`config.mk`:
```
export PLATFORM = sky130hd
export DESIGN_NAME = rand_fetch
export DESIGN_NICKNAME = d
export VERILOG_FILES = /design/src/rtl/rand_fetch.sv
export SDC_FILE = /design/constraint.sdc
export NUM_CORES = 1
export LEC_CHECK = 0
export BUFFER_PORTS_ARGS = -buffer_cell sky130_fd_sc_hd__buf_4
export CORE_MARGIN = 5
export CORE_UTILIZATION = 39
export DETAILED_ROUTE_END_ITERATION = 12
export PLACE_DENSITY_LB_ADDON = 0.1
export SLEW_MARGIN = 20
export SYNTH_ARGS = -nofsm -noshare
export SYNTH_HDL_FRONTEND = slang
export SYNTH_SLANG_ARGS = --single-unit
```
`constraint.sdc`:
```
create_clock -name clk -period 2.3 [get_ports clk]
set_input_delay 0 -clock clk [delete_from_list [all_inputs] [get_ports clk]]
set_output_delay 0 -clock clk [all_outputs]
set_load 0.03 [all_outputs]
```
`src/rtl/rand_fetch.sv`:
```
`default_nettype none
// ============================================================================
//  Module   : rand_fetch
//  Purpose  : Prefetches bytes from a free-running RNG into a small FIFO and
//             serves masked random bytes (CXNN) to the CPU through a
//             request/response handshake.
//  Options  : RAND_DISCARD_EN - when the FIFO is full and no pop occurs, each
//             edge drops the oldest byte and captures a new one.
//  Revision : 1.0 - initial release
// ============================================================================
module rand_fetch #(
   parameter int DEPTH = 4
) (
   input  logic                   clk,
   input  logic                   rst,
   input  logic [7:0]             rnd_in,
   input  logic                   req,
   input  logic [7:0]             mask,
   input  logic [3:0]             reg_idx,
   output logic                   req_ready,
   output logic                   resp_valid,
   output logic [7:0]             resp_data,
   output logic [3:0]             resp_idx,
   output logic [$clog2(DEPTH):0] fill
);

   localparam int              C_AW   = $clog2(DEPTH);
   localparam logic [C_AW:0]   C_FULL = (C_AW+1)'(DEPTH);

   typedef enum logic [1:0] {
      IDLE = 2'd0,
      WAIT = 2'd1,
      RESP = 2'd2
   } state_t;

   state_t            r_state;
   state_t            w_state_nxt;
   logic              w_latch;

   logic [7:0]        r_mem [DEPTH];
   logic [C_AW-1:0]   r_wr_ptr;
   logic [C_AW-1:0]   r_rd_ptr;
   logic [C_AW:0]     r_fill;
   logic [7:0]        r_mask;
   logic [3:0]        r_idx;

   logic              w_full;
   logic              w_pop;
   logic              w_push;
   logic              w_discard;
   logic              w_wr_en;
   logic              w_rd_adv;

   // A pop happens only on the edge leaving RESP; capture continues whenever
   // there is room, so a pop from a non-full FIFO pairs with a push.
   assign w_full  = (r_fill == C_FULL);
   assign w_pop   = (r_state == RESP);
   assign w_push  = !w_full;
`ifdef RAND_DISCARD_EN
   assign w_discard = w_full && !w_pop;
`else
   assign w_discard = 1'b0;
`endif
   assign w_wr_en  = w_push || w_discard;
   assign w_rd_adv = w_pop  || w_discard;

   // Next-state logic; operand latching happens only on acceptance in IDLE.
   always_comb begin
      w_state_nxt = r_state;
      w_latch     = 1'b0;
      case (r_state)
         IDLE: begin
            if (req) begin
               w_latch     = 1'b1;
               w_state_nxt = (r_fill != '0) ? RESP : WAIT;
            end
         end
         WAIT: begin
            if (r_fill != '0) w_state_nxt = RESP;
         end
         RESP:    w_state_nxt = IDLE;
         default: w_state_nxt = IDLE;
      endcase
   end

   // State register.
   always_ff @(posedge clk) begin
      if (rst) r_state <= IDLE;
      else     r_state <= w_state_nxt;
   end

   // Latched request operands.
   always_ff @(posedge clk) begin
      if (rst) begin
         r_mask <= 8'h00;
         r_idx  <= 4'h0;
      end else if (w_latch) begin
         r_mask <= mask;
         r_idx  <= reg_idx;
      end
   end

   // FIFO pointers and occupancy; a discard moves both pointers, leaving fill.
   always_ff @(posedge clk) begin
      if (rst) begin
         r_wr_ptr <= '0;
         r_rd_ptr <= '0;
         r_fill   <= '0;
      end else begin
         if (w_wr_en)  r_wr_ptr <= r_wr_ptr + C_AW'(1);
         if (w_rd_adv) r_rd_ptr <= r_rd_ptr + C_AW'(1);
         if (w_push && !w_pop)      r_fill <= r_fill + (C_AW+1)'(1);
         else if (w_pop && !w_push) r_fill <= r_fill - (C_AW+1)'(1);
      end
   end

   // FIFO storage; stale contents are unreachable after reset via the pointers.
   always_ff @(posedge clk) begin
      if (!rst && w_wr_en) r_mem[r_wr_ptr] <= rnd_in;
   end

   assign req_ready  = (r_state == IDLE);
   assign resp_valid = (r_state == RESP);
   assign resp_data  = resp_valid ? (r_mem[r_rd_ptr] & r_mask) : 8'h00;
   assign resp_idx   = resp_valid ? r_idx : 4'h0;
   assign fill       = r_fill;

endmodule
`default_nettype wire
```
* Word level (Yosys, flattened, before mapping)
Memory sizes are Yosys's and may differ from the RTL's. A register that Yosys moved wholly into a read port is not among the register bits.
Cells that the tools add are included.
** Cells by class
- Add/subtract/negate cells :: 4
- Equal/unequal tests :: 5
- Muxes and demuxes :: 14
- Bitwise gates (word level) :: 1
- Reductions and logical operators :: 10
** Operator list (count)
- $mux 2 :: 5
- $and 8x8->8 :: 1
- $mux 8 :: 1
- $mux 3 :: 2
- $add 2x1->2 const B :: 2
- $mux 1 :: 4
- $mux 4 :: 1
- $ne 2x2->1 const B :: 2
- $pmux 2 s2 :: 1
- $add 3x1->3 const B :: 1
- $eq 3x3->1 const B :: 1
- $logic_and 1x1->1 :: 3
- $logic_not 1->1 :: 3
- $reduce_bool 3->1 :: 1
- $sub 3x1->3 const B :: 1
- $eq 2x1->1 const B :: 1
- $eq 2x2->1 const B :: 1
- $logic_not 2->1 :: 1
- $reduce_and 2->1 :: 1
- $reduce_bool 2->1 :: 1
** Word-level totals
- Register bits :: 21
- RAM bits :: 32
- Bits of input ports :: 23
- Output and inout bits :: 17
- Logic and storage cells :: 41
- Memories kept :: 1
** Memory list
- r_mem :: depth 4, width 8, read ports 1, clocked after Yosys merged registers in 1, write ports 1, RTL line 40 : logic [7:0] r_mem [DEPTH];

* Depth between registers and ports, before layout
- Depth after elaboration :: 5
- Gate-level depth with buffers :: 9

* Least setup slack after synthesis
OpenSTA, ideal clock, no wires.
- Kind :: flip-flop to flip-flop
- Start point :: register r_state[0]
- End point :: register r_fill[2] (netlist: fill[2])
- Arrival :: 2047 ps
- Data required time :: 2229 ps
- Slack :: 182 ps
- Cell stages (with the launch flop) :: 10
- Clock period less this slack :: 2118 ps
- Cell sequence :: dfxtp_1 > and2b_1 > buf_2 > inv_1 > ha_1 > inv_1 > fa_1 > xor2_1 > or3_1 > a21oi_1
** On the way
- Cells in the longest elaborated chain, start to end :: 4
** RTL lines
- from (decl) :: RTL line 36 : state_t r_state;
- from (signal assigned) :: RTL line 89 : else r_state <= w_state_nxt;
- $eq 2x2->1 (*)
- via resp_valid :: RTL line 21 : output logic resp_valid,
- $logic_not 1->1 :: RTL line 112 : if (w_push && !w_pop) r_fill <= r_fill + (C_AW+1)'(1);
- $logic_and 1x1->1 :: RTL line 112
- $mux 3 / $reduce_bool 2->1 (equally long branches)
- to (signal assigned) :: RTL line 112
- to (signal assigned) :: RTL line 113 : else if (w_pop && !w_push) r_fill <= r_fill - (C_AW+1)'(1);
- to (decl) :: RTL line 43 : logic [C_AW:0] r_fill;
The timed path passes the listed nets; every way through them passes the cells marked *.
A chain may end at the register's enable or synchronous reset.

==> out/qor.csv <==
metric;value;unit
finalCritPeriodShare;85.6;%
critPathKind;reg -> out;
areaGrowthSynthToFinish;30.6;%
grt_overflow;0;
die_w;85.0;um
skew;0.00598;ns
first_pass_iters;4;
cts_tree;built;
ys_ff_latch;55;
drtIter0Drc;35;
cp.arrival;1.97;ns
finalSetupViolCount;0;
synthXorXnorAreaFrac;2.00;%
root_buffer;clkbuf_8;
rsz0062_at_grt;false;
regArea;0.00142;mm2
hp-class;in -> reg;
synthSimpleGateAreaFrac;11.4;%
syn-cell-area;0.00219;mm2
critPathRequiredTime;2.30;ns
post_dp_cell_area;0.00255;mm2
fin_nets;239;
synthAdderAreaFrac;3.77;%
cts_inserted_buffers;5;
hpwl;2810;um
cts_resized;0;
synthDistinctLibCells;25;
tightest_slew;0.584;ns
total_power;2.79;mW
synth_top_family_by_area;multiplexers;
slew_headroom;61.0;%
p_leak;1.15;nW
antenna_left;0;
rows;27;
remaining_drc_errors;0;
endpoint_kind;primary output;
fin_util;52.3;%
critPathMaxFanout;8;
ios;40;
nFillCells;484;
initial_utilization;40.1;%
htree_levels;2;
dieHeight;85.0;um
vias;1316;
wirelength;4130;um
die-area;0.00722;mm2
post_cts_buffers;0;
routedWlPerCell;14.6;um
antenna_found_initial;0;
max_cap_violations;0;
syn-instance-count;148;
cellPowerDensity;973;mW/mm2
final-max-slew-violation-count;0;
yosysSeqAreaShare;64.8;%
layout_min_cycle_time;1.97;ns
max_freq;0.508;GHz
multiInputGateArea;712;um2
status;completed;
synth_nets;177;
tns;0;ns
grt_pass1_wl;6860;um
clk_pin_slew;0.09;ns
finalHoldViolCount;0;
final_area;0.00286;mm2
io_buffers;39;
clock_sinks;55;
via_per_inst;4.65;
clockBufferDepth;2;
final_layout_size_suffix_gt1_share;28.0;%
coreArea;0.00547;mm2
holdWs;0.0116;ns
finalWeightedCongestion;0.702;
first_global_vias;1372;
worstSkewPairLatency;0.30;ns
start_kind;flip-flop;
peakVddDrop;0.415;mV
grt_start_max_net_pins;23;
diodes;0;
ys_warn_count;0;
grt_usage;12.3;%
syn_area_per_cell;14.8;um2
muxShareOfSynthArea;14.6;%
synth_compound_area_share;0.685;%
## worst max-delay path, stage by stage (launching register included)
cell     delay (ns)
dfxtp_1        0.70
mux4_2         0.61
and3_1         0.20
buf_4          0.16
## cell families (layout without fill, tap and decap cells)
family          count (synthesis)  in the layout
simple gates                   46             46
fa+ha+maj                       6              6
xor+xnor                        5              5
compound gates                  3              3
mux                            22             22
flops                          55             55
buf+inv                        11             74
## cell usage in the layout, fill, tap and decap left out, types with 2 or more instances in the layout
cell type	instances
and2_1	8
and3_1	8
buf_4	41
clkbuf_8	5
dfxtp_1	23
dlygate4sd3_1	20
edfxtp_1	32
ha_1	5
inv_1	5
mux2i_1	14
mux4_2	8
nor2_1	23
o21ai_0	2
xnor2_1	2
xor2_1	3
## Yosys cell counts
master | count | area [um2]
and2b_1 | 1 | 7.51
clkbuf_2 | 1 | 5.00
or3_1 | 1 | 6.26
nand3b_1 | 1 | 7.51
clkbuf_1 | 2 | 7.51
dfxtp_1 | 23 | 460
o21ai_0 | 2 | 10.0
ha_1 | 5 | 62.6
and2_1 | 8 | 50.1
nor2b_1 | 1 | 6.26
xnor2_1 | 2 | 17.5
nor3b_4 | 1 | 18.8
fa_1 | 1 | 20.0
and3_1 | 8 | 50.1
mux4_2 | 8 | 180
inv_1 | 5 | 18.8
buf_2 | 1 | 5.00
nor2_1 | 23 | 86.3
edfxtp_1 | 32 | 961
buf_6 | 2 | 22.5
a21oi_1 | 1 | 5.00
xor2_1 | 3 | 26.3
mux2i_1 | 14 | 140
nor3_1 | 1 | 5.00
nor3b_2 | 1 | 12.5
## flip-flops by register name, indices dropped and copies added (netlist names), named ones only
register  count
r_rd_ptr      2
r_idx         4
r_wr_ptr      2
r_state       2
r_mem        32
fill          3
r_mask        8
## through the flow
stage                     worst slack [ns]  cells
after floorplan                      0.182    148
after global placement               0.420    255
after detailed placement             0.357    255
after CTS                            0.266    283
after global routing                 0.193    283
final                                0.332    283
## timing repair
item,4_1_cts,5_1_grt
endpoints found under the setup margin,0,0
hold endpoints to repair,44,0
hold buffers,20,0
## worst paths after layout
| path | cells past startpoint | from | slack [ns] | to |
|---|---|---|---|---|
| worst max register to register | 8 | r_state[0]$_SDFFE_PP0P_ | 0.33 | fill[2]$_SDFFE_PP0P_ |
| worst max-delay path | 3 | flip-flop | 0.33 | resp_data[2] |
| worst min register to register | 2 | r_idx[2]$_SDFFE_PP0P_ | 0.49 | r_idx[2]$_SDFFE_PP0P_ |
| worst min-delay path | 3 | req | 0.01 | r_state[1]$_SDFFE_PP0P_ |
## report_power, final
part / internal [mW] / total [mW] / switching, mW
combinational: 0.383 / 0.793 / 0.410
clock: 0.323 / 0.622 / 0.299
sequential: 1.24 / 1.37 / 0.131
## layer usage
| metal | wire length (um) | share of wire, % | GRT usage (%) |
|---|---|---|---|
| met1 | 1920 | 46 | 16.0 |
| met2 | 1950 | 47 | 20.0 |
| met3 | 209 | 5.1 | 3.59 |
| met4 | 48 | 1.2 | 3.45 |
| met5 | 0 | 0 | 0 |
## area by class of cell
cell class	instances	share of cell area (%)
clock inverters	3	1.53
repair buffers	61	17.7
well taps	72	3.15
flip-flops and latches	55	49.7
clock buffers	5	2.40
multi-input cells	82	24.9
inverters	5	0.656
Power figures use the tool's default switching activity.
